## src/rtl/instruction_fetch.sv

```systemverilog
// Fetch stage: drives the PC into combinational instruction memory and registers the returned word.
// Optional FETCH_PERF_COUNTER_EN adds a saturating fetch_count output.
module instruction_fetch #(
    parameter int         PC_STEP     = 2,
    parameter logic [7:0] RESET_PC    = 8'h00,
    parameter logic [7:0] HALT_OPCODE = 8'hFF
) (
    input  logic        clk,
    input  logic        reset,
    input  logic        start,
    input  logic        stall,
    input  logic        branch_en,
    input  logic [7:0]  branch_target,
    input  logic [7:0]  instr_in,
    output logic [7:0]  pc_address,
    output logic [7:0]  instr_out,
    output logic [7:0]  instr_pc,
    output logic        instr_valid,
    output logic        halted
`ifdef FETCH_PERF_COUNTER_EN
    ,
    output logic [15:0] fetch_count
`endif
);

    typedef enum logic [1:0] {
        IDLE = 2'd0,
        RUN  = 2'd1,
        HALT = 2'd2
    } state_t;

    localparam logic [7:0] STEP = 8'(PC_STEP);

    state_t state_reg;

    always_ff @(posedge clk or posedge reset) begin
        if (reset) begin
            state_reg   <= IDLE;
            pc_address  <= RESET_PC;
            instr_out   <= 8'h00;
            instr_pc    <= 8'h00;
            instr_valid <= 1'b0;
            halted      <= 1'b0;
        end else begin
            case (state_reg)
                IDLE: begin
                    if (start)
                        state_reg <= RUN;
                end
                RUN: begin
                    // Stall outranks branch, so a branch raised during a stall waits for it to drop.
                    if (!stall) begin
                        if (branch_en) begin
                            pc_address  <= {branch_target[7:1], 1'b0};
                            instr_valid <= 1'b0;
                        end else if (instr_in == HALT_OPCODE) begin
                            instr_out   <= instr_in;
                            instr_pc    <= pc_address;
                            instr_valid <= 1'b1;
                            state_reg   <= HALT;
                        end else begin
                            instr_out   <= instr_in;
                            instr_pc    <= pc_address;
                            instr_valid <= 1'b1;
                            pc_address  <= pc_address + STEP;
                        end
                    end
                end
                HALT: begin
                    halted      <= 1'b1;
                    instr_valid <= 1'b0;
                end
                default: state_reg <= IDLE;
            endcase
        end
    end

`ifdef FETCH_PERF_COUNTER_EN
    logic capture;
    assign capture = (state_reg == RUN) && !stall && !branch_en;

    always_ff @(posedge clk or posedge reset) begin
        if (reset)
            fetch_count <= 16'h0000;
        else if (capture && fetch_count != 16'hFFFF)
            fetch_count <= fetch_count + 16'h0001;
    end
`endif

endmodule
```

## config.mk

```make
export PLATFORM = sky130hd
export DESIGN_NAME = instruction_fetch
export DESIGN_NICKNAME = d
export VERILOG_FILES = /design/src/rtl/instruction_fetch.sv
export SDC_FILE = /design/constraint.sdc
export NUM_CORES = 1
export LEC_CHECK = 0
export ABC_AREA = 1
export CORE_MARGIN = 2
export CORE_UTILIZATION = 40
export DETAILED_ROUTE_END_ITERATION = 10
export PLACE_DENSITY_LB_ADDON = 0.05
export SETUP_SLACK_MARGIN = 0.3
export SLEW_MARGIN = 20
export SYNTH_ARGS = -nofsm -noshare
export SYNTH_HDL_FRONTEND = slang
export SYNTH_SLANG_ARGS = --single-unit
```

## constraint.sdc

```tcl
create_clock -name clk -period 1.15 [get_ports clk]
set_input_delay 0.2875 -clock clk [delete_from_list [all_inputs] [get_ports clk]]
set_output_delay 0.2875 -clock clk [all_outputs]
set_load 0.01 [all_outputs]
```

==> results.ini, run 1 <==
[run_status]
status=finished, violations left
violations=negative setup slack

[sta]
setup_viol=41
whs_ns=0.1860
fmax_mhz=757.6
finalMaxSlewViolations=0
fin_crit_ns=1.320
clock_skew_ns=0.007070
finalCritPeriodShare_pct=114.8
rsz0062_at_grt=yes
setup_ws_ns=-0.1699
finalHoldViolations=0

[place]
numPortBuffers=43
placed_cells=264
post-place-ws_ns=-0.4711
gp_congestion=0.7804
hpwl_um=2372
placed_cell_area_mm2=0.001994

[worst_setup_path]
cp_data_arrival_time_ns=1.58
cp_top_family=flip-flops
r2r-end=pc_address[3]$_DFFE_PP0P_
r2r_cells=8
rrSetupSlack_ns=-0.17
crit_buf_inv=2
r2r_start=pc_address[2]$_DFFE_PP0P_
cp_max_fo=3
end_kind=flop
worstPathRequired_ns=1.41
path_class=reg -> reg
slowest_delay_ns=0.44
crit_chain=buf_6 > buf_12 > ha_4 > nand2_4 > nor2_1 > nor3_1 > nand2_1 > o21ai_1
cp-start-kind=flop
slowest_stage=dfrtp_2

[layout]
fin_cells=289
diodes=0
final_nets=268
final_area_mm2=0.002277
area_delta_synth_final_pct=72.68
drive_gt1_share_pct=58.78
largest_register_ffs=8
largest_register=instr_out
top_regs=instr_out: 8 flops, instr_pc: 7 flops, pc_address: 7 flops

[job]
cap_viol_max_count=0

[power]
p_leak_nw=1.172
power.density_mw_per_mm2=901.2
irDropWorstVdd_mv=0.5363
total_power_mw=2.052

[clock_network]
cts_buffers=3
htree_levels=1
cts_sinks=26
clock_path_buffers=2
hold_buffers=0
root_buffer=clkbuf_4
tritoncts=built
clk_pin_slew_worst_paths_ns=0.15
worst_skew_pair.late_latency_ns=0.33

[global_routing]
grt_pass1_wl_um=5423
antenna_found_initial=0
groute.usage.overall_pct=19.21
grt_max_degree=27
grt-ovfl-total=0
grt_pass1_vias=1265

[synthesis]
ys_seq_area_share_pct=49.34
synthCells=161
avgSynthCellArea_um2=8.191
synth.cell_area_mm2=0.001319
synth_seq_cells=26
synth_cell_type_count=19
yosysWarnings=0

[detailed_routing]
wl_per_cell_um=11.91
drtIter0Drc=37
remaining_drc_errors=0
firstDrtPassIters=7
ant_nets=0
via_count=1302
drt-vias-per-instance=4.505
drt-total-wl_um=3441

[worst_hold_path]
hold_start=instr_in[5]
holdPathEnd=instr_out[5]$_DFFE_PP0P_
hold_path_depth=3
min_path_type=in -> reg

[die]
die_w_um=61.42
fp.dieArea_mm2=0.003772
io_pins=47
die_y_um=61.42
core_mm2=0.003103
initial_core_util_pct=42.50
placementRows=20

==> layer usage <==
metal	wire, um	up-vias	GRT usage, %	share of wire [%]
met2	1848	31	35.87	54
met3	152	4	3.151	4.4
li1	-	658	-	-
met5	0	-	0	0
met1	1410	609	22.99	41
met4	31	0	4.559	0.90
==> cell families after synthesis <==
logic type | share of synthesized area (%)
buffers and inverters | 9.297
AOI/OAI and AO/OA | 9.582
adders and majority gates | 0.9486
and+or+nand+nor | 30.55
other | 0.2844
DFF | 49.34
==> layout by cell type (no fill, tap or decap) <==
cell,count
nand2_1,37
buf_4,33
nand2_2,22
dfrtp_1,22
buf_2,18
o21ai_2,12
nand2_4,10
inv_1,10
buf_6,10
clkdlybuf4s50_1,9
nor2_1,7
inv_2,5
nor2_4,4
nand3_1,4
clkbuf_2,4
dfrtp_2,4
o21ai_0,3
clkbuf_4,3
buf_12,3
nand3_4,2
nor2_2,2
nand3_2,2
nor3_1,2
o21ai_1,2
conb_1,2
clkdlybuf4s15_2,2
dlygate4sd2_1,2
buf_8,2
inv_4,1
clkinv_4,1
nor3_2,1
inv_8,1
ha_4,1
bufinv_16,1
clkdlybuf4s15_1,1
==> worst max path at each step <==
| stage | slack [ns] | depth (start not counted) | endpoint | startpoint |
|---|---|---|---|---|
| final | -0.17 | 8 | pc_address[3]$_DFFE_PP0P_ | pc_address[2]$_DFFE_PP0P_ |
| after global routing | -0.26 | 8 | pc_address[3]$_DFFE_PP0P_ | pc_address[2]$_DFFE_PP0P_ |
| after CTS | -0.17 | 8 | pc_address[3]$_DFFE_PP0P_ | pc_address[2]$_DFFE_PP0P_ |
| after detailed placement | -0.47 | 8 | pc_address[3]$_DFFE_PP0P_ | instr_in[3] |
| after global placement | -0.42 | 6 | pc_address[3]$_DFFE_PP0P_ | branch_en |
| after floorplan | 0.06 | 7 | instr_pc[1]$_DFFE_PP0P_ | state_reg[1]$_DFFE_PP0P_ |
==> per-stage QoR <==
step | setup TNS, ns | utilization (%)
finish | -2.357 | 73.39
global route | -4.698 | 73.39
CTS | -1.935 | 69.40
detailed placement | -9.589 | 64.27
global placement | -8.992 | 64.27
floorplan | 0 | -
==> what timing repair did <==
item	4_1_cts	5_1_grt
endpoints found under the setup margin	49	49
hold endpoints to repair	0	0
pin swaps	18	15
buffers inserted	12	9
gates resized for setup	156	29
cloned	0	0
==> layout make-up <==
type / instances / area, um2
Fill cell: 249 / 825.8
Multi-Input combinational cell: 113 / 730.7
Timing Repair Buffer: 84 / 700.7
Sequential cell: 26 / 655.6
Inverter: 18 / 82.58
Tap cell: 44 / 55.05
Clock inverter: 1 / 30.03
Clock buffer: 3 / 22.52
==> worst min-delay path: cells and delay by family <==
kind,cells,cell delay [ns]
buffers and inverters,1,0.10
and+or+nand+nor,2,0.11
==> report_power, final <==
part / internal [mW] / leakage, nW / switching (mW)
combinational: 0.232 / 0.820 / 0.204
clock: 0.352 / 0.0279 / 0.286
sequential: 0.953 / 0.324 / 0.0250
total: 1.54 / 1.17 / 0.515
==> cell usage after synthesis <==
cell type,n,area share (%)
nand2_1,65,19
dfrtp_1,26,49
inv_1,15,4.3
nor2_1,11,3.1
o21ai_2,11,7.3
nand3_1,7,2.7
o21ai_0,5,1.9
buf_6,3,2.6
nor3_1,3,1.1
buf_4,2,1.1
inv_4,2,0.95
nand2_2,2,0.95
nand2_4,2,1.7
nor2_4,2,1.7
clkinv_2,1,0.38
conb_1,1,0.28
ha_1,1,0.95
nand3_2,1,0.76
o21ai_1,1,0.38
No activity file was read; power rests on OpenSTA's default activity.
==> run 2: changes to the inputs <==
--- a/config.mk
+++ b/config.mk
@@ -15,3 +15,4 @@
 export SYNTH_ARGS = -nofsm -noshare
 export SYNTH_HDL_FRONTEND = slang
 export SYNTH_SLANG_ARGS = --single-unit
+export TNS_END_PERCENT = 20
==> results.ini, run 2 (same netlist as run 1, synthesis figures left out) <==
[run_status]
status=finished, violations left
violations=negative setup slack

[power]
irDropWorstVdd_mv=0.5537  ; +3.2%
total_power_mw=1.823  ; -11%
p_leak_nw=1.104  ; -5.8%
power.density_mw_per_mm2=889.3  ; -1.3%

[place]
gp_congestion=0.7903  ; +1.3%
post-place-ws_ns=-0.4534  ; +0.01772 ns
placed_cells=263  ; -0.38%
hpwl_um=2330  ; -1.7%
numPortBuffers=43  ; unchanged
placed_cell_area_mm2=0.001939  ; -2.8%

[worst_setup_path]
crit_chain=buf_2
slowest_delay_ns=0.44  ; about the same
path_class=reg -> out
slowest_stage=dfrtp_1
crit_buf_inv=1  ; -1
worstPathRequired_ns=0.86  ; -0.55 ns
cp_data_arrival_time_ns=0.93  ; -0.65 ns
rrSetupSlack_ns=-0.03  ; +0.14 ns
cp-start-kind=flop
cp_max_fo=2  ; -1
end_kind=primary output
cp_top_family=flip-flops

[layout]
area_delta_synth_final_pct=55.41
final_area_mm2=0.002049  ; -10%
fin_cells=275  ; -4.8%
postLayoutCoreUtil_pct=66.05  ; -7.3 points
final_cell_mix=nand2_1, dfrtp_1, buf_2, buf_4, clkdlybuf4s50_1
diodes=0  ; unchanged
top_regs=instr_out: 8 flops, instr_pc: 7 flops, pc_address: 7 flops
drive_gt1_share_pct=41.56  ; -17 points
largest_register_ffs=8  ; unchanged
largest_register=instr_out
final_nets=254  ; -5.2%
layout_commonest_cell=nand2_1
n_fill_cell=274  ; +10%

[sta]
fin_crit_ns=1.214  ; -0.1062 ns
setup_ws_ns=-0.06374  ; +0.1062 ns
finalMaxSlewViolations=0  ; unchanged
clock_skew_ns=0.01369  ; +0.006622 ns
finalHoldViolations=0  ; unchanged
rsz0062_at_grt=yes
fmax_mhz=823.9  ; +8.7%
setup_viol=23  ; -44%
finalCritPeriodShare_pct=105.5  ; -9.2 points

[clock_network]
root_buffer=clkbuf_4
tritoncts=built
worst_skew_pair.late_latency_ns=0.33  ; about the same
clk_pin_slew_worst_paths_ns=0.16  ; about the same
htree_levels=1  ; unchanged
hold_buffers=0  ; unchanged
cts_sinks=26  ; unchanged
cts_buffers=3  ; unchanged
clock_path_buffers=2  ; unchanged

[detailed_routing]
firstDrtPassIters=4  ; -3
ant_nets=0  ; unchanged
via_count=1236  ; -5.1%
drt-total-wl_um=3216  ; -6.5%
drtIter0Drc=40  ; +8.1%
remaining_drc_errors=0  ; unchanged
drt-vias-per-instance=4.495  ; -0.24%
wl_per_cell_um=11.69  ; -1.8%

[worst_hold_path]
min_path_type=in -> reg

[job]
cap_viol_max_count=0  ; unchanged

[die]
core_mm2=0.003103  ; unchanged
die_y_um=61.42  ; unchanged
fp.dieArea_mm2=0.003772  ; unchanged
io_pins=47  ; unchanged
initial_core_util_pct=42.50  ; unchanged
die_w_um=61.42  ; unchanged
placementRows=20  ; unchanged

[global_routing]
grt_pass1_vias=1210  ; -4.3%
antenna_found_initial=0  ; unchanged
grt_max_degree=27  ; unchanged
grt-ovfl-total=0  ; unchanged
grt_pass1_wl_um=5016  ; -7.5%
groute.usage.overall_pct=17.88  ; -1.3 points

## run 2: changes by cell type in the layout (fill, tap and decap cells not counted), sizes merged, moves of 2 or more
cell / before / now
clkdlybuf4s15: 3 / 0
clkbuf: 7 / 4
buf: 66 / 51
dlymetal6s2s: 0 / 2
clkdlybuf4s50: 9 / 16
## run 2: worst paths after layout
path,to,start,cells past startpoint
worst max-delay path,instr_pc[4],instr_pc[4]$_DFFE_PP0P_,1
worst min-delay path,instr_out[5]$_DFFE_PP0P_,instr_in[5],3
worst max register to register,pc_address[5]$_DFFE_PP0P_,pc_address[2]$_DFFE_PP0P_,9
worst min register to register,halted$_DFFE_PP0P_,halted$_DFFE_PP0P_,2
max in group asynchronous,halted$_DFFE_PP0P_,reset,3
min in group asynchronous,pc_address[4]$_DFFE_PP0P_,reset,3
## run 2: worst register-to-register path, cell delays in order, from the launching register on
cell and delay (ns):
dfrtp_1 0.43, buf_6 0.13, ha_4 0.16, nand2_4 0.07, inv_2 0.05, nand3_2 0.05, nand3_1 0.09, nand2_1 0.07
nand2_1 0.04, nand2_1 0.04
## run 2: repair_timing
item,CTS,global route
setup endpoints to repair,49,49
pin swaps,5,6
endpoints found under the hold margin,0,0
resized for setup,107,28
setup buffers,5,3
## run 2: metal layers
metal	global-route usage, %	wire, um	vias to the layer above	part of all wire (%)
li1	-	-	632	-
met1	21.99	1410	575	44
met4	6.383	21	0	0.65
met2	31.61	1642	27	51
met5	0	0	-	0
met3	2.941	142	2	4.4
## run 2: area by class of cell
cell class / instances / area [um2] / area share (%)
clock buffers: 4 / 36.28 / 1.770
inverters: 18 / 83.83 / 4.090
multi-input cells: 113 / 655.6 / 31.99
flip-flops and latches: 26 / 650.6 / 31.75
well taps: 44 / 55.05 / 2.686
repair buffers: 70 / 568.0 / 27.72
## run 2: through the flow
step / hold WS (ns) / setup TNS (ns)
after floorplan: 0.3275 / 0
after global placement: 0.4477 / -8.484
after detailed placement: 0.4565 / -9.240
after CTS: 0.2674 / -0.5592
after global routing: 0.1874 / -3.019
final: 0.1992 / -0.5029
## run 2: power breakdown
part / switching (mW) / leakage, nW / total, mW / internal, mW
clock network: 0.286 / 0.0210 / 0.480 / 0.194
registers: 0.0223 / 0.328 / 0.974 / 0.951
logic: 0.183 / 0.754 / 0.369 / 0.186
total: 0.491 / 1.10 / 1.82 / 1.33
==> run 3: changes to the inputs <==
--- a/config.mk
+++ b/config.mk
@@ -6,9 +6,12 @@
 export NUM_CORES = 1
 export LEC_CHECK = 0
 export ABC_AREA = 1
+export CELL_PAD_IN_SITES_DETAIL_PLACEMENT = 1
+export CELL_PAD_IN_SITES_GLOBAL_PLACEMENT = 1
 export CORE_MARGIN = 2
-export CORE_UTILIZATION = 40
+export CORE_UTILIZATION = 28
 export DETAILED_ROUTE_END_ITERATION = 10
+export HOLD_SLACK_MARGIN = 0.06
 export PLACE_DENSITY_LB_ADDON = 0.05
 export SETUP_SLACK_MARGIN = 0.3
 export SLEW_MARGIN = 20
==> results.ini, run 3 (same netlist as run 1, synthesis figures left out) <==
[global_routing]
grt_pass1_vias=1437  ; +19%
antenna_found_initial=0  ; unchanged
groute.usage.overall_pct=16.07  ; -1.8 points
grt_max_degree=27  ; unchanged
grt_pass1_wl_um=6644  ; +32%
grt-ovfl-total=0  ; unchanged

[job]
cap_viol_max_count=0  ; unchanged

[place]
placed_cells=269  ; +2.3%
numPortBuffers=43  ; unchanged
post-place-ws_ns=-0.4467  ; +0.006709 ns
hpwl_um=2893  ; +24%
gp_congestion=0.8674  ; +9.8%

[worst_setup_path]
crit_buf_inv=2  ; +1
slowest_stage=dfrtp_1
path_class=reg -> out
cp_max_fo=2  ; unchanged
worstPathRequired_ns=0.86  ; about the same
cp_data_arrival_time_ns=0.95  ; +0.02 ns
slowest_delay_ns=0.41  ; -0.03 ns
cp.depth=2  ; +1
cp-start-kind=flop
end_kind=primary output
cp_top_family=flip-flops
r2r_cells=9  ; unchanged
crit_chain=buf_4 > buf_2

[sta]
setup_ws_ns=-0.08544  ; -0.02171 ns
setup_tns_ns=-0.4827  ; +0.02019 ns
clock_skew_ns=0.006313  ; -0.007379 ns
finalMaxSlewViolations=0  ; unchanged
setup_viol=16  ; -30%
fmax_mhz=809.4  ; -1.8%
finalCritPeriodShare_pct=107.4  ; +1.9 points
rsz0062_at_grt=yes
finalHoldViolations=0  ; unchanged
fin_crit_ns=1.235  ; +0.02171 ns

[layout]
largest_register_ffs=8  ; unchanged
diodes=0  ; unchanged
largest_register=instr_out
top_regs=instr_out: 8 flops, instr_pc: 7 flops, pc_address: 7 flops
layout_commonest_cell=nand2_1
fin_cells=290  ; +5.5%
area_delta_synth_final_pct=65.18
final_nets=261  ; +2.8%
drive_gt1_share_pct=50.00  ; +8.4 points
final_cell_mix=nand2_1, dfrtp_1, buf_4, buf_2, nand2_2

[worst_hold_path]
min_path_type=in -> async

[clock_network]
htree_levels=1  ; unchanged
cts_buffers=3  ; unchanged
worst_skew_pair.late_latency_ns=0.27  ; -0.06 ns
tritoncts=built
hold_buffers=0  ; unchanged
clk_pin_slew_worst_paths_ns=0.09  ; -0.07 ns
clock_path_buffers=2  ; unchanged
cts_sinks=26  ; unchanged
root_buffer=clkbuf_8

[run_status]
status=finished, violations left
violations=negative setup slack

[power]
power.density_mw_per_mm2=987.4  ; +11%
irDropWorstVdd_mv=0.5097  ; -7.9%
p_leak_nw=1.136  ; +3.0%
total_power_mw=2.151  ; +18%

[detailed_routing]
drt-vias-per-instance=4.597  ; +2.3%
via_count=1333  ; +7.8%
drt-total-wl_um=4030  ; +25%
wl_per_cell_um=13.90  ; +19%
firstDrtPassIters=4  ; unchanged
remaining_drc_errors=0  ; unchanged
ant_nets=0  ; unchanged
drtIter0Drc=43  ; +7.5%

[die]
placementRows=24  ; +20%
fp.dieArea_mm2=0.005275  ; +40%
initial_core_util_pct=29.67  ; -13 points
core_mm2=0.004444  ; +43%
die_y_um=72.63  ; +18%
io_pins=47  ; unchanged
die_w_um=72.63  ; +18%

==> run 3: cell count changes in the layout (fill, tap and decap cells not counted), sizes merged <==
| cell | before | now |
|---|---|---|
| dlygate4sd2 | 1 | 10 |
| buf | 51 | 58 |
| clkdlybuf4s50 | 16 | 9 |
| dlymetal6s2s | 2 | 0 |
| bufinv | 0 | 1 |
| clkbuf | 4 | 3 |
| clkinv | 2 | 1 |
| inv | 16 | 17 |
==> run 3: final timing paths <==
| check | slack (ns) | start | end |
|---|---|---|---|
| worst max-delay path | -0.09 | pc_address[2]$_DFFE_PP0P_ | pc_address[2] |
| worst min-delay path | 0.35 | reset | instr_out[0]$_DFFE_PP0P_ |
| worst max register to register | -0.07 | pc_address[2]$_DFFE_PP0P_ | pc_address[5]$_DFFE_PP0P_ |
| worst min register to register | 0.48 | instr_out[3]$_DFFE_PP0P_ | instr_out[3]$_DFFE_PP0P_ |
| max in group asynchronous | 0.65 | reset | pc_address[1]$_DFFE_PP0P_ |
| min in group clk | 0.36 | instr_in[3] | instr_out[3]$_DFFE_PP0P_ |
==> run 3: cell type report <==
class                   count  area, um2
clock buffers               3      41.29
clock inverters             1      30.03
fillers                   535       2266
inverters                  18      78.83
multi-input cells         113      695.7
flip-flops and latches     26      650.6
well taps                  52      65.06
repair buffers             77      616.8
==> run 3: timing repair <==
item,CTS,global route
gates resized for setup,135,29
setup endpoints to repair,49,49
setup buffers,13,3
pin swaps,13,12
gates cloned,1,0
==> run 3: power breakdown <==
group | leakage, nW | internal (mW) | switching, mW
combinational | 0.772 | 0.202 | 0.203
clock | 0.0357 | 0.466 | 0.305
sequential | 0.328 | 0.951 | 0.0248
total | 1.14 | 1.62 | 0.532
==> run 3: worst min-delay path: stages <==
cell,delay [ns]
clkdlybuf4s50_1,0.40
inv_1,0.09
buf_12,0.19
==> run 3: stage by stage <==
step	cell area [um2]	hold WS (ns)	util (%)
2_1_floorplan	1335	0.3275	-
3_3_place_gp	1922	0.4537	43.24
3_5_place_dp	1922	0.4687	43.24
4_1_cts	2059	0.3442	46.34
5_1_grt	2178	0.3671	49.01
6_report	2178	0.3467	49.01
==> run 3: layer usage <==
layer | vias to the layer above | wire length (um) | GRT usage (%)
met1 | 662 | 1702 | 20.12
met4 | 0 | 19 | 3.292
met3 | 2 | 144 | 2.762
met2 | 25 | 2164 | 28.99
li1 | 644 | - | -
met5 | - | 0 | 0
